### config.mk
export PLATFORM = sky130hd
export DESIGN_NAME = walk_signal_ctrl
export DESIGN_NICKNAME = d
export VERILOG_FILES = /design/src/rtl/walk_signal_ctrl_pkg.sv /design/src/rtl/walk_signal_ctrl_phase_fsm.sv /design/src/rtl/walk_signal_ctrl.sv
export SDC_FILE = /design/constraint.sdc
export NUM_CORES = 1
export LEC_CHECK = 0
export BUFFER_PORTS_ARGS = -buffer_cell sky130_fd_sc_hd__buf_4
export CAP_MARGIN = 20
export CORE_AREA = 8 8 99 65
export CTS_CLUSTER_DIAMETER = 200
export DETAILED_ROUTE_END_ITERATION = 7
export DIE_AREA = 0 0 107 73
export GPL_TIMING_DRIVEN = 0
export MAX_ROUTING_LAYER = met4
export PLACE_DENSITY_LB_ADDON = 0.05
export SLEW_MARGIN = 10
export SYNTH_ARGS = -nofsm -noshare
export SYNTH_HDL_FRONTEND = slang
export SYNTH_SLANG_ARGS = --single-unit
### constraint.sdc
create_clock -name clk -period 3.1 [get_ports clk]
set_input_delay 0.62 -clock clk [delete_from_list [all_inputs] [get_ports clk]]
set_output_delay 0.62 -clock clk [all_outputs]
set_load 0.1 [all_outputs]
### src/rtl/walk_signal_ctrl_pkg.sv
// walk_signal_ctrl_pkg: crossing phase encodings and default timing constants
package walk_signal_ctrl_pkg;
  typedef enum logic [2:0] {
    S_IDLE  = 3'd0,
    S_WAIT  = 3'd1,
    S_WALK  = 3'd2,
    S_FLASH = 3'd3,
    S_HOLD  = 3'd4
  } phase_e;
  localparam int WALK_TICKS_DEF  = 8;
  localparam int FLASH_TICKS_DEF = 5;
  localparam int CW_DEF          = 4;
endpackage

### src/rtl/walk_signal_ctrl_phase_fsm.sv
// walk_signal_ctrl_phase_fsm: one crossing - button sync, request latch, phase FSM, countdown, lamps
module walk_signal_ctrl_phase_fsm
  import walk_signal_ctrl_pkg::*;
#(
  parameter int WALK_TICKS  = WALK_TICKS_DEF,
  parameter int FLASH_TICKS = FLASH_TICKS_DEF,
  parameter int CW          = CW_DEF
) (
  input  logic          clk,
  input  logic          rst,
  input  logic          tick,
  input  logic          green,
  input  logic          btn,
  input  logic          force_idle,
  output logic          walk,
  output logic          flash,
  output logic          dont_walk,
  output logic [CW-1:0] count
);
  phase_e        state, state_n;
  logic [2:0]    sync;
  logic          req, green_d, btn_rise, green_rise, last, entry, flash_n;
  logic [CW-1:0] cnt, cnt_n, dec;
  assign btn_rise   = sync[1] & ~sync[2];
  assign green_rise = green & ~green_d;
  assign dec        = (cnt == '0) ? '0 : cnt - 1'b1;
  // the phase ends on the tick that drains the counter, so Count never shows 0 in FLASH
  assign last       = tick && (cnt <= CW'(1));
  assign entry      = state_n != state;
  always_comb begin
    state_n = state;
    case (state)
      S_IDLE:  state_n = req ? S_WAIT : S_IDLE;
      S_WAIT:  state_n = green_rise ? S_WALK : S_WAIT;
      S_WALK:  state_n = !green ? (req ? S_WAIT : S_IDLE) : last ? S_FLASH : S_WALK;
      S_FLASH: state_n = !green ? (req ? S_WAIT : S_IDLE) : last ? S_HOLD : S_FLASH;
      S_HOLD:  state_n = !green ? (req ? S_WAIT : S_IDLE) : S_HOLD;
      default: state_n = S_IDLE;
    endcase
    if (force_idle) state_n = S_IDLE;
  end
  // a tick landing on a state entry only loads the counter
  assign cnt_n   = entry ? (state_n == S_WALK ? CW'(WALK_TICKS) : state_n == S_FLASH ? CW'(FLASH_TICKS) : '0)
                         : (tick ? dec : cnt);
  assign flash_n = (state_n != S_FLASH) ? 1'b0 : (state != S_FLASH) ? 1'b1 : flash ^ tick;
  always_ff @(posedge clk or posedge rst) begin
    if (rst) begin
      state     <= S_IDLE;
      sync      <= '0;
      req       <= 1'b0;
      green_d   <= 1'b0;
      cnt       <= '0;
      walk      <= 1'b0;
      flash     <= 1'b0;
      dont_walk <= 1'b1;
      count     <= '0;
    end else begin
      state     <= state_n;
      sync      <= {sync[1:0], btn};
      req       <= (req & ~(entry && state_n == S_WALK)) | btn_rise;
      green_d   <= green;
      cnt       <= cnt_n;
      walk      <= state_n == S_WALK;
      flash     <= flash_n;
      dont_walk <= state_n != S_WALK && state_n != S_FLASH;
      count     <= (state_n == S_FLASH) ? cnt_n : '0;
    end
  end
endmodule

### src/rtl/walk_signal_ctrl.sv
// walk_signal_ctrl: two pedestrian crossings slaved to the lane greens, with sticky conflict fault
module walk_signal_ctrl
  import walk_signal_ctrl_pkg::*;
#(
  parameter int WALK_TICKS  = WALK_TICKS_DEF,
  parameter int FLASH_TICKS = FLASH_TICKS_DEF,
  parameter int CW          = CW_DEF
) (
  input  logic          clk,
  input  logic          rst,
  input  logic          tick,
  input  logic          lane12,
  input  logic          lane34,
  input  logic          ped12_btn,
  input  logic          ped34_btn,
  output logic          walk12,
  output logic          flash12,
  output logic          dont_walk12,
  output logic [CW-1:0] count12,
  output logic          walk34,
  output logic          flash34,
  output logic          dont_walk34,
  output logic [CW-1:0] count34,
  output logic          fault
);
  logic lane12_q, lane34_q;
  always_ff @(posedge clk or posedge rst) begin
    if (rst) begin
      lane12_q <= 1'b0;
      lane34_q <= 1'b0;
      fault    <= 1'b0;
    end else begin
      lane12_q <= lane12;
      lane34_q <= lane34;
      fault    <= fault | (lane12_q & lane34_q);
    end
  end
  walk_signal_ctrl_phase_fsm #(.WALK_TICKS(WALK_TICKS), .FLASH_TICKS(FLASH_TICKS), .CW(CW)) u_x12 (
    .clk(clk), .rst(rst), .tick(tick), .green(lane12_q), .btn(ped12_btn), .force_idle(fault),
    .walk(walk12), .flash(flash12), .dont_walk(dont_walk12), .count(count12)
  );
  walk_signal_ctrl_phase_fsm #(.WALK_TICKS(WALK_TICKS), .FLASH_TICKS(FLASH_TICKS), .CW(CW)) u_x34 (
    .clk(clk), .rst(rst), .tick(tick), .green(lane34_q), .btn(ped34_btn), .force_idle(fault),
    .walk(walk34), .flash(flash34), .dont_walk(dont_walk34), .count(count34)
  );
endmodule

* After elaboration in Yosys (flattened, before gate mapping)
Index checks and enable logic that the tools add are counted.
** Storage, ports and cells
- Output and inout port bits :: 15
- Logic and storage cells :: 107
- Input bits :: 7
- Register bits :: 41
** Cells by class
- Muxes and demuxes :: 34
- Reduce and logical (&&, ||, !) cells :: 10
- Order comparisons :: 2
- Add/subtract/negate cells :: 2
- Bitwise operators :: 18
- Eq/ne operators :: 20
** Operator list (number)
- $mux 4 :: 10
- $mux 3 :: 12
- $pmux 3 s5 :: 2
- $eq 3x2->1 const B :: 8
- $ne 3x2->1 const B :: 6
- $le 4x1->1 const B :: 2
- $logic_not 4->1 :: 2
- $mux 1 :: 8
- $sub 4x1->4 const B :: 2
- $and 1x1->1 :: 7
- $eq 3x1->1 const B :: 2
- $eq 3x3->1 const B :: 2
- $logic_and 1x1->1 :: 6
- $logic_not 3->1 :: 2
- $ne 3x3->1 :: 2
- $not 1->1 :: 6
- $mux 2 :: 2
- $or 1x1->1 :: 3
- $xor 1x1->1 :: 2

* Logic depth before layout (Yosys ltp)
- Depth after elaboration :: 11
- Gate-level depth with buffers :: 7
- Mapped depth without buffers :: 6

* Cells and area by module
A second synthesis with hierarchy kept.
** Unflattened totals
- Cells, all modules :: 191
- Area total of the unflattened synthesis :: 2013.2 um^2
** Modules (own cells, without submodules)
- walk_signal_ctrl_phase_fsm :: seq. area each 476.7 um^2, area an instance 963.4 um^2, cells each 93, times used 2
- walk_signal_ctrl :: seq. area each 75.1 um^2, area an instance 86.3 um^2, cells each 5, times used 1

* Worst setup path before layout
Ideal clock, no wire load.
- Kind :: register to register
- Start point :: register fault
- End point :: register u_x12.cnt[0]
- Library setup time :: 0.095 ns
- Data required time :: 3.005 ns
- Cell stages (with the launch flop) :: 7
- Data arrival time :: 2.149 ns
- Clock period less this slack :: 2.245 ns
- Path slack :: 0.855 ns
- Path buffers :: 1
- Cell sequence :: dfrtp_1 clkbuf_1 nand2b_1 nor2_1 nand2_1 a221o_1 o31ai_1
** Between the ends
- Cells in the longest elaborated chain, start to end :: 5
- Elaborated cells on any way between the ends :: 7
- Classes of those cells :: 3 x eq/ne; 4 x mux
** RTL lines
- start, declared :: RTL line walk_signal_ctrl.sv:24 : output logic fault
- start signal, assigned :: RTL line walk_signal_ctrl.sv:35 : fault <= fault | (lane12_q & lane34_q);
- $mux 3 * :: RTL line walk_signal_ctrl_phase_fsm.sv:40 : if (force_idle) state_n = S_IDLE;
- $eq 3x2->1 :: RTL line walk_signal_ctrl_phase_fsm.sv:43 : assign cnt_n = entry ? (state_n == S_WALK ? CW'(WALK_TICKS) : state_n == S_FLASH ? CW'(FLASH_TICKS) : '0)
- $mux 3 :: RTL line walk_signal_ctrl_phase_fsm.sv:43
- $mux 4 :: RTL line walk_signal_ctrl_phase_fsm.sv:43
- $mux 4 * :: RTL line walk_signal_ctrl_phase_fsm.sv:43
- named net u_x12.cnt_n[0] :: RTL line walk_signal_ctrl_phase_fsm.sv:23 : logic [CW-1:0] cnt, cnt_n, dec;
- end signal, assigned :: RTL line walk_signal_ctrl_phase_fsm.sv:62 : cnt <= cnt_n;
- end, declared :: RTL line walk_signal_ctrl_phase_fsm.sv:23
The timed path passes the listed nets; every way through them passes the cells marked *.

* Final worst setup path
- Start point :: input tick
- End point :: register u_x12.cnt[0]
** Between the ends
- Cells in the longest elaborated chain, start to end :: 9
- Elaborated cells on any way between the ends :: 14
- Classes of those cells :: 3 x eq/ne; 10 x mux; 1 x reduce/logical
** RTL lines
- start, declared :: RTL line walk_signal_ctrl.sv:11 : input logic tick,
- $logic_and 1x1->1 :: RTL line walk_signal_ctrl_phase_fsm.sv:28 : assign last = tick && (cnt <= CW'(1));
- $mux 3 or $mux 1 (tied branches) :: RTL line walk_signal_ctrl_phase_fsm.sv:36, walk_signal_ctrl_phase_fsm.sv:35
- $mux 3 (on tied branches) :: RTL line walk_signal_ctrl_phase_fsm.sv:36, walk_signal_ctrl_phase_fsm.sv:35
- $pmux 3 s5 :: RTL line walk_signal_ctrl_phase_fsm.sv:32 : case (state)
- $mux 3 :: RTL line walk_signal_ctrl_phase_fsm.sv:40
- $eq 3x2->1 :: RTL line walk_signal_ctrl_phase_fsm.sv:43
- $mux 3 :: RTL line walk_signal_ctrl_phase_fsm.sv:43
- $mux 4 :: RTL line walk_signal_ctrl_phase_fsm.sv:43
- $mux 4 * :: RTL line walk_signal_ctrl_phase_fsm.sv:43
- named net u_x12.cnt_n[0] :: RTL line walk_signal_ctrl_phase_fsm.sv:23
Marked as above.

==> flow_summary.json <==
{
  "status": "finished clean",
  "dpl.hpwl_um": 3141,
  "min_path_type": "in -> async",
  "vias": 1441,
  "synthMostInstantiatedCell": "dfrtp_1",
  "drtAntennaViolNets": 0,
  "setup_viol": 0,
  "nFillCells": 488,
  "path_class": "in -> reg",
  "synth_edf_count": 0,
  "die_h_um": 73,
  "nNetsFinal": 223,
  "num_antenna_cells": 0,
  "dieArea_um2": 7811,
  "routed_wl_um": 4189,
  "synthArstFlopShare_pct": 100.0,
  "cts_tree": "yes",
  "vdd.ir_drop.worst_v": 0.0002408,
  "synthTopCellsByCount": "dfrtp_1, nor2_1, nand2_1, inv_1",
  "syn_area_per_cell_um2": 10.16,
  "seq_power_share_pct": 53.5,
  "maxCapViolCount": 0,
  "fin_crit_sh_pct": 68.19,
  "setup-tns-final_ps": 0,
  "synth_cell_types": 41,
  "postCtsSetupRepairBufs": 0,
  "io_pins": 22,
  "antenna_found_initial": 0,
  "p_int_mw": 0.8168,
  "yosys.area.top_type": "dfrtp_1",
  "rr_worst_depth": 6,
  "worst_slew_pin_slew_ps": 505.6,
  "synth_area_leaders": "dfrtp_1, nor2_1, dfstp_2",
  "finClkSkew_ps": 3.187,
  "ys.flop_type": "dfrtp_1",
  "switching_share_pct": 20.05,
  "worstPathRequired_ps": 3260,
  "synthesis.nets": 195,
  "reg2reg_slack_ps": 990,
  "route.detailed.drc": 0,
  "yosys.area.top_type_share_pct": 51.08,
  "critPathMaxFanout": 8,
  "layout-drive-gt1-share_pct": 18.43,
  "total_power_mw": 1.022,
  "combPwrFrac_pct": 3.3,
  "syn2layout_area_growth_pct": 19.32,
  "crit_path_start_kind": "primary input",
  "cts-root-buf": "clkbuf_8",
  "p_leak_nw": 1.099,
  "slew_violations": 0,
  "drtPass1Iterations": 4,
  "clock_latency_ps": 290,
  "rows": 20,
  "routedWlPerCell_um": 14.80,
  "cts_hold_buf": 0,
  "rsz0062_at_grt": "false",
  "grt_pass1_wl_um": 7010,
  "die_w_um": 107,
  "critical_path_arrival_ps": 2270,
  "cts.clk_slew.worst_paths_ps": 70,
  "fin_crit_ps": 2114,
  "cts_sinks": 41,
  "gp_congestion": 0.8187,
  "syn_inst": 188,
  "io_buffers": 20,
  "first_iter_violations": 121,
  "yosysWarnings": 0,
  "fmax_mhz": 473.0,
  "powerDensity_nw_per_um2": 448.1,
  "core_um2": 4930,
  "hold_violations": 0,
  "syn_area_um2": 1911,
  "grt_max_degree": 27,
  "timing.rr.end": "u_x12.cnt[0]",
  "critPathCaptureType": "register",
  "slew_headroom_pct": 65.93,
  "htreeDepth": 2,
  "cts_resized": 0,
  "clock_path_buffers": 2,
  "grt_pass1_vias": 1381,
  "initial_core_util_pct": 38.76,
  "p_switching_mw": 0.2048,
  "viasPerCell": 5.092,
  "ys_ff_latch": 41,
  "globalRoute.totalOverflow": 0,
  "cts_made_buffers": 5,
  "track_usage_pct": 11.76,
  "power.clock.fraction_pct": 43.1,
  "r2r-start": "u_x12.cnt[1]",
  "ys_seq_area_share_pct": 53.83
}
==> power groups by stage <==
stage / Combinational (mW) / Sequential, mW / Clock [mW]
CTS: 0.0357 / 0.547 / 0.461
finish: 0.0342 / 0.547 / 0.441
global route: 0.0397 / 0.548 / 0.482
global placement: 0.0313 / 0.557 / 0
detailed placement: 0.0357 / 0.557 / 0
floorplan: 0.0212 / 0.555 / 0
==> cell type report <==
type                            count  area (um^2)  area share (%)
Clock inverter                      1        30.03           1.317
Buffer                              8        33.78           1.482
Timing Repair Buffer               21        170.2           7.464
Inverter                           13        48.80           2.141
Tap cell                           66        82.58           3.622
Clock buffer                        7        86.33           3.787
Sequential cell                    41         1028           45.12
Multi-Input combinational cell    126        799.5           35.07
==> cell usage in the layout (no fill, tap or decap), types with 6 or more instances in the layout <==
cell type | Yosys | final
buf_4 | 0 | 20
dfrtp_1 | 39 | 39
o21ai_0 | 8 | 8
nor2_1 | 20 | 20
inv_1 | 13 | 12
nor3_1 | 8 | 8
clkbuf_8 | 0 | 6
nand2_1 | 14 | 14
a21oi_1 | 7 | 7
clkbuf_1 | 5 | 6
nor2b_1 | 7 | 7
nand2b_1 | 6 | 6
==> critical path, stage by stage <==
cell	delay [ps]
buf_2	180
or4b_1	460
clkbuf_1	180
xnor2_1	170
and3_1	250
o221ai_1	280
o31ai_1	130
==> cells by family (layout without fill, tap and decap cells) <==
group                      after synthesis  after routing  synth area share [%]
AOI/OAI and AO/OA                       43             43                 16.18
and+or+nand+nor                         72             72                 19.91
buffers and inverters                   21             50                 4.322
muxes                                    6              6                 3.405
DFF                                     41             41                 53.83
xor gates and xnor gates                 4              4                 1.834
adders and majority gates                1              1                0.5239
==> metal layers <==
metal	part of all wire [%]	track usage (%)	vias up
li1	-	-	720
met1	56	17.39	679
met2	37	14.34	40
met3	6.1	3.527	2
met4	0.50	3.721	0
met5	0	-	-
==> worst max path at each step <==
stage                   endpoint  cells after the start  slack, ps          from
finish              u_x12.cnt[0]                      7        990          tick
floorplan           u_x12.cnt[0]                      6        860         fault
CTS                 u_x12.cnt[0]                      6        990  u_x12.cnt[1]
detailed placement  u_x12.cnt[0]                      7        690          tick
global route        u_x12.cnt[0]                      6        840  u_x12.cnt[1]
global placement    u_x12.cnt[2]                      7        690          tick
==> flip-flops by register name, summed over array words and instances, names as in the netlist, 3 cells and up <==
signal / cells
u_x34.state: 3
u_x34.sync: 3
u_x34.cnt: 4
u_x12.cnt: 4
u_x12.sync: 3
u_x34.count: 4
u_x12.count: 4
u_x12.state: 3
==> stage by stage <==
| stage | cell area (um^2) | instances | hold slack [ps] | util [%] | setup slack (ps) |
|---|---|---|---|---|---|
| global route | 2280 | 283 | 323.4 | 46.24 | 840.8 |
| CTS | 2280 | 283 | 305.6 | 46.24 | 986.6 |
| floorplan | 1911 | 188 | 331.2 | - | 855.2 |
| global placement | 2143 | 274 | 336.8 | 43.48 | 689.8 |
| finish | 2280 | 283 | 304.0 | 46.24 | 986.0 |
| detailed placement | 2163 | 275 | 345.0 | 43.88 | 691.5 |
No activity file was read; power rests on OpenSTA's default activity.
